## config.mk

```make
export PLATFORM = sky130hd
export DESIGN_NAME = apb_master_fsm_flat
export DESIGN_NICKNAME = d
export VERILOG_FILES = /design/src/rtl/apb_bridge_pkg.sv /design/src/rtl/apb_master_fsm_if.sv /design/src/rtl/apb_master_fsm.sv /design/src/flat_wrapper.sv
export SDC_FILE = /design/constraint.sdc
export NUM_CORES = 1
export LEC_CHECK = 0
export BUFFER_PORTS_ARGS = -buffer_cell sky130_fd_sc_hd__buf_2
export CORE_MARGIN = 4
export CORE_UTILIZATION = 41
export CTS_CLUSTER_SIZE = 12
export DETAILED_ROUTE_END_ITERATION = 16
export MAX_ROUTING_LAYER = met4
export PLACE_DENSITY = 0.76
export SETUP_SLACK_MARGIN = 0.3
export SLEW_MARGIN = 20
export SYNTH_ARGS = -nofsm -noshare
export SYNTH_HDL_FRONTEND = slang
export SYNTH_SLANG_ARGS = --single-unit
```

## constraint.sdc

```tcl
create_clock -name clk -period 1.3 [get_ports clk]
set_clock_uncertainty 0.1 [all_clocks]
set_input_delay 0.39 -clock clk [delete_from_list [all_inputs] [get_ports clk]]
set_output_delay 0.39 -clock clk [all_outputs]
set_load 0.01 [all_outputs]
```

## src/rtl/apb_bridge_pkg.sv

```systemverilog
// Shared types for the AXI-to-APB bridge: FSM state encoding and the command/response
// words carried through the CDC FIFOs. These types are also used by the AXI-side packer.
package apb_bridge_pkg;

    localparam int APB_ADDR_W = 32;
    localparam int APB_DATA_W = 32;
    localparam int APB_STRB_W = APB_DATA_W / 8;

    function automatic int cmd_width(input int aw, input int dw);
        return 1 + aw + dw + dw / 8;
    endfunction

    localparam int CMD_W = cmd_width(APB_ADDR_W, APB_DATA_W);
    localparam int RSP_W = APB_DATA_W + 1;

    typedef enum logic [1:0] {
        ST_IDLE   = 2'd0,
        ST_SETUP  = 2'd1,
        ST_ACCESS = 2'd2,
        ST_RESP   = 2'd3
    } apb_state_e;

    typedef struct packed {
        logic                  write;
        logic [APB_ADDR_W-1:0] addr;
        logic [APB_DATA_W-1:0] wdata;
        logic [APB_STRB_W-1:0] strb;
    } apb_cmd_t;

    typedef struct packed {
        logic                  slverr;
        logic [APB_DATA_W-1:0] rdata;
    } apb_rsp_t;

endpackage

```

## src/rtl/apb_master_fsm_if.sv

```systemverilog
// Bundle of the command FIFO read side, response FIFO write side and APB bus seen by
// apb_master_fsm. The master modport is the FSM; the slave modport is its environment.
interface apb_master_fsm_if #(
    parameter int ADDR_W = 32,
    parameter int DATA_W = 32
);
    localparam int STRB_W = DATA_W / 8;
    localparam int CMD_W  = 1 + ADDR_W + DATA_W + STRB_W;

    logic              cmd_empty;
    logic [CMD_W-1:0]  cmd_rd_data;
    logic              cmd_rd_en;
    logic              rsp_full;
    logic              rsp_wr_en;
    logic [DATA_W:0]   rsp_wr_data;
    logic [ADDR_W-1:0] paddr;
    logic              psel;
    logic              penable;
    logic              pwrite;
    logic [DATA_W-1:0] pwdata;
    logic [STRB_W-1:0] pstrb;
    logic [DATA_W-1:0] prdata;
    logic              pready;
    logic              pslverr;
    logic              busy;

    modport master (
        input  cmd_empty, cmd_rd_data, rsp_full, prdata, pready, pslverr,
        output cmd_rd_en, rsp_wr_en, rsp_wr_data,
        output paddr, psel, penable, pwrite, pwdata, pstrb, busy
    );

    modport slave (
        output cmd_empty, cmd_rd_data, rsp_full, prdata, pready, pslverr,
        input  cmd_rd_en, rsp_wr_en, rsp_wr_data,
        input  paddr, psel, penable, pwrite, pwdata, pstrb, busy
    );

endinterface

```

## src/rtl/apb_master_fsm.sv

```systemverilog
// APB4 master: pops one command from the FWFT command FIFO, runs one APB transfer and
// pushes {pslverr, rdata} to the response FIFO. Optional ACCESS watchdog: APB_TIMEOUT_EN.
//
//   state     | meaning
//   ----------+-------------------------------------------------------------
//   ST_IDLE   | waiting for a command; pops it and latches the APB fields
//   ST_SETUP  | APB setup phase (psel=1, penable=0)
//   ST_ACCESS | APB access phase, waits for pready (or watchdog abort)
//   ST_RESP   | holding the response until the response FIFO accepts it
module apb_master_fsm
    import apb_bridge_pkg::*;
#(
    parameter int ADDR_W         = 32,
    parameter int DATA_W         = 32,
    parameter int TIMEOUT_CYCLES = 256
) (
    input  logic              clk,
    input  logic              rst_n,
    apb_master_fsm_if.master  bus
);

    localparam int STRB_W   = DATA_W / 8;
    localparam int CMD_BITS = cmd_width(ADDR_W, DATA_W);

    if (!(DATA_W == 8 || DATA_W == 16 || DATA_W == 32)) begin : g_bad_data_w
        $error("apb_master_fsm: DATA_W must be 8, 16 or 32");
    end
    if (TIMEOUT_CYCLES < 2) begin : g_bad_timeout
        $error("apb_master_fsm: TIMEOUT_CYCLES must be at least 2");
    end

    logic              cmd_write;
    logic [ADDR_W-1:0] cmd_addr;
    logic [DATA_W-1:0] cmd_wdata;
    logic [STRB_W-1:0] cmd_strb;

    assign cmd_write = bus.cmd_rd_data[CMD_BITS-1];
    assign cmd_addr  = bus.cmd_rd_data[STRB_W+DATA_W +: ADDR_W];
    assign cmd_wdata = bus.cmd_rd_data[STRB_W +: DATA_W];
    assign cmd_strb  = bus.cmd_rd_data[0 +: STRB_W];

    apb_state_e        state_q, state_d;
    logic              psel_q, psel_d;
    logic              penable_q, penable_d;
    logic              pwrite_q, pwrite_d;
    logic [ADDR_W-1:0] paddr_q, paddr_d;
    logic [DATA_W-1:0] pwdata_q, pwdata_d;
    logic [STRB_W-1:0] pstrb_q, pstrb_d;
    logic [DATA_W:0]   rsp_data_q, rsp_data_d;
    logic              busy_q, busy_d;
    logic              cmd_pop, rsp_push;
    logic [DATA_W-1:0] rdata_sel;

`ifdef APB_TIMEOUT_EN
    localparam int WD_W = $clog2(TIMEOUT_CYCLES + 1);
    logic [WD_W-1:0] wd_cnt_q, wd_cnt_d;
`endif

    // Write responses never carry bus read data.
    assign rdata_sel = pwrite_q ? '0 : bus.prdata;

    always_comb begin
        state_d    = state_q;
        psel_d     = psel_q;
        penable_d  = penable_q;
        pwrite_d   = pwrite_q;
        paddr_d    = paddr_q;
        pwdata_d   = pwdata_q;
        pstrb_d    = pstrb_q;
        rsp_data_d = rsp_data_q;
        cmd_pop    = 1'b0;
        rsp_push   = 1'b0;
`ifdef APB_TIMEOUT_EN
        wd_cnt_d   = wd_cnt_q;
`endif
        case (state_q)
            ST_IDLE: begin
                if (!bus.cmd_empty) begin
                    cmd_pop   = 1'b1;
                    state_d   = ST_SETUP;
                    psel_d    = 1'b1;
                    penable_d = 1'b0;
                    pwrite_d  = cmd_write;
                    paddr_d   = cmd_addr;
                    pwdata_d  = cmd_write ? cmd_wdata : '0;
                    pstrb_d   = cmd_write ? cmd_strb : '0;
                end
            end
            ST_SETUP: begin
                state_d   = ST_ACCESS;
                penable_d = 1'b1;
`ifdef APB_TIMEOUT_EN
                wd_cnt_d  = '0;
`endif
            end
            ST_ACCESS: begin
                if (bus.pready) begin
                    rsp_data_d = {bus.pslverr, rdata_sel};
                    psel_d     = 1'b0;
                    penable_d  = 1'b0;
                    state_d    = ST_RESP;
                end
`ifdef APB_TIMEOUT_EN
                // A real pready in the limit cycle wins over the abort.
                else if (wd_cnt_q == WD_W'(TIMEOUT_CYCLES - 1)) begin
                    rsp_data_d = {1'b1, {DATA_W{1'b0}}};
                    psel_d     = 1'b0;
                    penable_d  = 1'b0;
                    state_d    = ST_RESP;
                end else begin
                    wd_cnt_d = wd_cnt_q + WD_W'(1);
                end
`endif
            end
            ST_RESP: begin
                if (!bus.rsp_full) begin
                    rsp_push = 1'b1;
                    state_d  = ST_IDLE;
                end
            end
            default: state_d = ST_IDLE;
        endcase
        busy_d = (state_d != ST_IDLE);
    end

    always_ff @(posedge clk) begin
        if (!rst_n) begin
            state_q    <= ST_IDLE;
            psel_q     <= 1'b0;
            penable_q  <= 1'b0;
            pwrite_q   <= 1'b0;
            paddr_q    <= '0;
            pwdata_q   <= '0;
            pstrb_q    <= '0;
            rsp_data_q <= '0;
            busy_q     <= 1'b0;
`ifdef APB_TIMEOUT_EN
            wd_cnt_q   <= '0;
`endif
        end else begin
            state_q    <= state_d;
            psel_q     <= psel_d;
            penable_q  <= penable_d;
            pwrite_q   <= pwrite_d;
            paddr_q    <= paddr_d;
            pwdata_q   <= pwdata_d;
            pstrb_q    <= pstrb_d;
            rsp_data_q <= rsp_data_d;
            busy_q     <= busy_d;
`ifdef APB_TIMEOUT_EN
            wd_cnt_q   <= wd_cnt_d;
`endif
        end
    end

    // FIFO strobes are combinational so a pop/push lands on the same edge as the state change.
    assign bus.cmd_rd_en   = rst_n & cmd_pop;
    assign bus.rsp_wr_en   = rst_n & rsp_push;
    assign bus.rsp_wr_data = rsp_data_q;
    assign bus.paddr       = paddr_q;
    assign bus.psel        = psel_q;
    assign bus.penable     = penable_q;
    assign bus.pwrite      = pwrite_q;
    assign bus.pwdata      = pwdata_q;
    assign bus.pstrb       = pstrb_q;
    assign bus.busy        = busy_q;

endmodule

```

## src/flat_wrapper.sv

```systemverilog
// flat-port wrapper written by rule: the top's interface ports become plain ports
module apb_master_fsm_flat import apb_bridge_pkg::*;
#(
    parameter int ADDR_W         = 32,
    parameter int DATA_W         = 32,
    parameter int TIMEOUT_CYCLES = 256
)
  (clk, rst_n, bus_cmd_empty, bus_cmd_rd_data, bus_rsp_full, bus_prdata, bus_pready, bus_pslverr, bus_cmd_rd_en, bus_rsp_wr_en, bus_rsp_wr_data, bus_paddr, bus_psel, bus_penable, bus_pwrite, bus_pwdata, bus_pstrb, bus_busy);
  apb_master_fsm_if #(.ADDR_W(ADDR_W), .DATA_W(DATA_W)) bus_i ();
  input  logic clk;
  input  logic rst_n;
  input wire logic [$bits(bus_i.cmd_empty)-1:0] bus_cmd_empty;
  input wire logic [$bits(bus_i.cmd_rd_data)-1:0] bus_cmd_rd_data;
  input wire logic [$bits(bus_i.rsp_full)-1:0] bus_rsp_full;
  input wire logic [$bits(bus_i.prdata)-1:0] bus_prdata;
  input wire logic [$bits(bus_i.pready)-1:0] bus_pready;
  input wire logic [$bits(bus_i.pslverr)-1:0] bus_pslverr;
  output wire logic [$bits(bus_i.cmd_rd_en)-1:0] bus_cmd_rd_en;
  output wire logic [$bits(bus_i.rsp_wr_en)-1:0] bus_rsp_wr_en;
  output wire logic [$bits(bus_i.rsp_wr_data)-1:0] bus_rsp_wr_data;
  output wire logic [$bits(bus_i.paddr)-1:0] bus_paddr;
  output wire logic [$bits(bus_i.psel)-1:0] bus_psel;
  output wire logic [$bits(bus_i.penable)-1:0] bus_penable;
  output wire logic [$bits(bus_i.pwrite)-1:0] bus_pwrite;
  output wire logic [$bits(bus_i.pwdata)-1:0] bus_pwdata;
  output wire logic [$bits(bus_i.pstrb)-1:0] bus_pstrb;
  output wire logic [$bits(bus_i.busy)-1:0] bus_busy;
  assign bus_i.cmd_empty = bus_cmd_empty;
  assign bus_i.cmd_rd_data = bus_cmd_rd_data;
  assign bus_i.rsp_full = bus_rsp_full;
  assign bus_i.prdata = bus_prdata;
  assign bus_i.pready = bus_pready;
  assign bus_i.pslverr = bus_pslverr;
  assign bus_cmd_rd_en = bus_i.cmd_rd_en;
  assign bus_rsp_wr_en = bus_i.rsp_wr_en;
  assign bus_rsp_wr_data = bus_i.rsp_wr_data;
  assign bus_paddr = bus_i.paddr;
  assign bus_psel = bus_i.psel;
  assign bus_penable = bus_i.penable;
  assign bus_pwrite = bus_i.pwrite;
  assign bus_pwdata = bus_i.pwdata;
  assign bus_pstrb = bus_i.pstrb;
  assign bus_busy = bus_i.busy;
  apb_master_fsm #(.ADDR_W(ADDR_W), .DATA_W(DATA_W), .TIMEOUT_CYCLES(TIMEOUT_CYCLES)) u_core (.clk(clk), .rst_n(rst_n), .bus(bus_i));
endmodule
```

==> run_results.csv <==
group,metric,value,unit
run_status,status,"complete, but fails checks",
run_status,violations,"setup timing",
timing,fin_crit,1.673,ns
synth,synthCells,486,
global_route,grt_overflow_total,0,
worst_setup_path,regToRegSetupSlack,-0.31,ns
floorplan,rows,37,
timing,tightest_slew,0.7016,ns
timing,fin_ws,-0.3726,ns
worst_setup_path,cp_max_fo,3,
cells_and_area,final_util,84.21,%
power_and_ir_drop,p_total,0.008700,W
global_route,antenna_found_initial,1,
timing,tns,-20.73,ns
cts,cts_buffer_depth,2,
floorplan,initial_core_util,41.81,%
cts,h-tree-depth,3,
synth,seq_area_frac_synth,49.85,%
timing,finalSetupViolCount,143,
cts,cts_made_buffers,9,
detailed_routing,num_vias,5103,
cells_and_area,syn_to_final_growth,101.4,%
synth,synth-seq-cells,107,
worst_setup_path,rr_endpoint,"u_core.bus.pwdata[29]",
floorplan,core_area,10280,µm²
power_and_ir_drop,pwr_density_cell,1005,nW/µm²
synth,syn_area_per_cell,8.841,µm²
worst_setup_path,crit_path_start_kind,"flop",
power_and_ir_drop,peakVddDrop,0.7199,mV
worst_setup_path,cp.required,0.81,ns
global_route,track_usage,27.64,%
cells_and_area,layout.cells.most_common_list,"121 x buf_6, 106 x buf_2, 105 x dfxtp_2",
floorplan,die_x,110.4,µm
cts,cts_sinks,107,
cts,clk_latency,0.34,ns
detailed_routing,first_iter_violations,394,
worst_setup_path,crit_path_start,"u_core.state_q[1]",
timing,final_hold_viol_count,0,
timing,rsz0062_at_grt,"yes",
place,gp_congestion,0.7346,
cells_and_area,nets,906,
worst_setup_path,crit_path_end_kind,"output port",
worst_setup_path,worstReg2RegStart,"u_core.state_q[1]",
synth,ys_types,27,
detailed_routing,drtPass1Iterations,5,
job,maxCapViolCount,0,
worst_setup_path,cp-endpoint,"bus_cmd_rd_en",
worst_setup_path,reg2reg_depth,8,
timing,drv_slew,0,
place,hpwlAfterDp,8882,µm
timing,fin_crit_sh,128.7,%
hold_path,min_from,"bus_prdata[22]",
worst_setup_path,crit_arrival,1.18,ns
timing,fmax,597.9,MHz
floorplan,dieHeight,110.4,µm
synth,synth_fp_nets,593,
timing,relSlewSlack,53.23,%
cts,cts_tree,"yes",
floorplan,dieArea,12180,µm²
floorplan,ios,214,
detailed_routing,post_drt_via_cell_ratio,5.417,
worst_setup_path,crit_type,"flop to output port",
cells_and_area,nFillCells,533,
cells_and_area,final_common_cell,"buf_6",
global_route,grt_pass1_wl,25470,µm
detailed_routing,wl_per_cell,19.09,µm
synth,yosysWarnings,0,
cells_and_area,final_layout_size_suffix_gt1_share,75.37,%
detailed_routing,drc,0,
place,portBuffers,213,
synth,synth_area,4297,µm²
power_and_ir_drop,leakage,3.642,nW
global_route,grt_pass1_vias,5083,
global_route,grt_max_degree,46,
detailed_routing,routed_wl,17990,µm
cts,cts-root-buf,"clkbuf_8",
hold_path,hp-class,"primary input to flop",
place,dp_slack,-0.3534,ns
cts,cts_hold_buf,0,
cts,clkSlewWorstSetupHoldPaths,0.11,ns
detailed_routing,ant_nets,0,
[where the power goes]
| part | internal (W) | leakage (nW) | total, W | switching, W |
|---|---|---|---|---|
| registers | 0.00353 | 0.920 | 0.00370 | 0.000174 |
| logic | 0.00177 | 2.63 | 0.00301 | 0.00124 |
| clock network | 0.000771 | 0.0933 | 0.00199 | 0.00121 |
[final cells by class]
class,count,area (µm²),area share (%)
repair buffers,355,3657,42.26
inverters,1,3.754,0.04337
clock buffers,10,137.6,1.590
well taps,136,170.2,1.966
diodes,2,5.005,0.05783
clock inverters,6,47.55,0.5494
multi-input cells,325,2352,27.18
flip-flops and latches,107,2281,26.36
[registers in the layout, summed over array words and instances (netlist names)]
signal                  cells
u_core.bus.rsp_wr_data     33
u_core.bus.paddr           32
u_core.bus.pwdata          32
u_core.bus.pstrb            4
u_core.state_q              2
u_core.bus.busy             1
u_core.bus.penable          1
u_core.bus.psel             1
u_core.bus.pwrite           1
[worst max-delay path, stage by stage, from the launching register on]
cell and delay [ns]:
dfxtp_4 0.38, nor3_4 0.19, and2_4 0.17, buf_6 0.10
[worst min-delay path by stage]
| stage | to | depth (start not counted) |
|---|---|---|
| after floorplan | u_core.bus.paddr[30] | 2 |
| after global placement | u_core.bus.pwdata[1] | 2 |
| after global routing | u_core.bus.rsp_wr_data[22] | 3 |
| after detailed placement | u_core.bus.pwdata[1] | 2 |
| final | u_core.bus.rsp_wr_data[22] | 3 |
| after CTS | u_core.bus.rsp_wr_data[32] | 3 |
[routing by layer]
metal  vias to the layer above  track usage (%)  part of all wire [%]
met5                         -                -                     0
li1                       2348                -                     -
met2                       264            49.65                    55
met1                      2436            29.63                    36
met4                         0            10.47                   3.1
met3                        55            6.232                   6.7
[stage by stage]
step | std cells | hold WS, ns | area, µm²
2_1_floorplan | 486 | 0.3726 | 4567
3_3_place_gp | 822 | 0.3340 | 5844
3_5_place_dp | 822 | 0.3442 | 5844
4_1_cts | 913 | 0.1356 | 8177
5_1_grt | 941 | 0.1348 | 8652
6_report | 942 | 0.1586 | 8655
[synthesized netlist by cell type]
master	instances	area share, %
buf_12	2	0.93
a31o_2	1	0.20
nor2_1	2	0.17
dfxtp_1	107	50
clkbuf_2	6	0.70
o211a_1	1	0.23
and2_1	1	0.15
buf_4	7	1.2
o21ai_1	1	0.12
o21ai_0	84	9.8
buf_2	8	0.93
nor3_4	1	0.38
buf_8	1	0.35
nand4_1	36	5.2
clkbuf_1	25	2.2
nor3b_1	1	0.17
inv_1	1	0.087
nand3b_1	30	5.2
nand3_1	46	5.4
nor2b_1	1	0.15
buf_1	2	0.17
o211ai_1	1	0.17
nand2_1	78	6.8
nand3_2	20	4.7
o21ai_2	20	4.1
buf_6	2	0.52
a21oi_1	1	0.12
[cell families (layout without fill, tap and decap cells)]
family / Yosys count / after routing / share of synthesized area [%]
and+or+nand+nor: 216 / 216 / 28.33
AOI/OAI and AO/OA: 109 / 109 / 14.71
DFF: 107 / 107 / 49.85
buffers and inverters: 54 / 372 / 7.105
other: 0 / 2 / 0
[timing repair]
action / in CTS / in global routing
gates cloned: 22 / 0
buffers inserted: 53 / 27
pin swaps: 49 / 29
resized for setup: 334 / 46
setup endpoints to repair: 212 / 212
(Power assumes the default switching activity.)
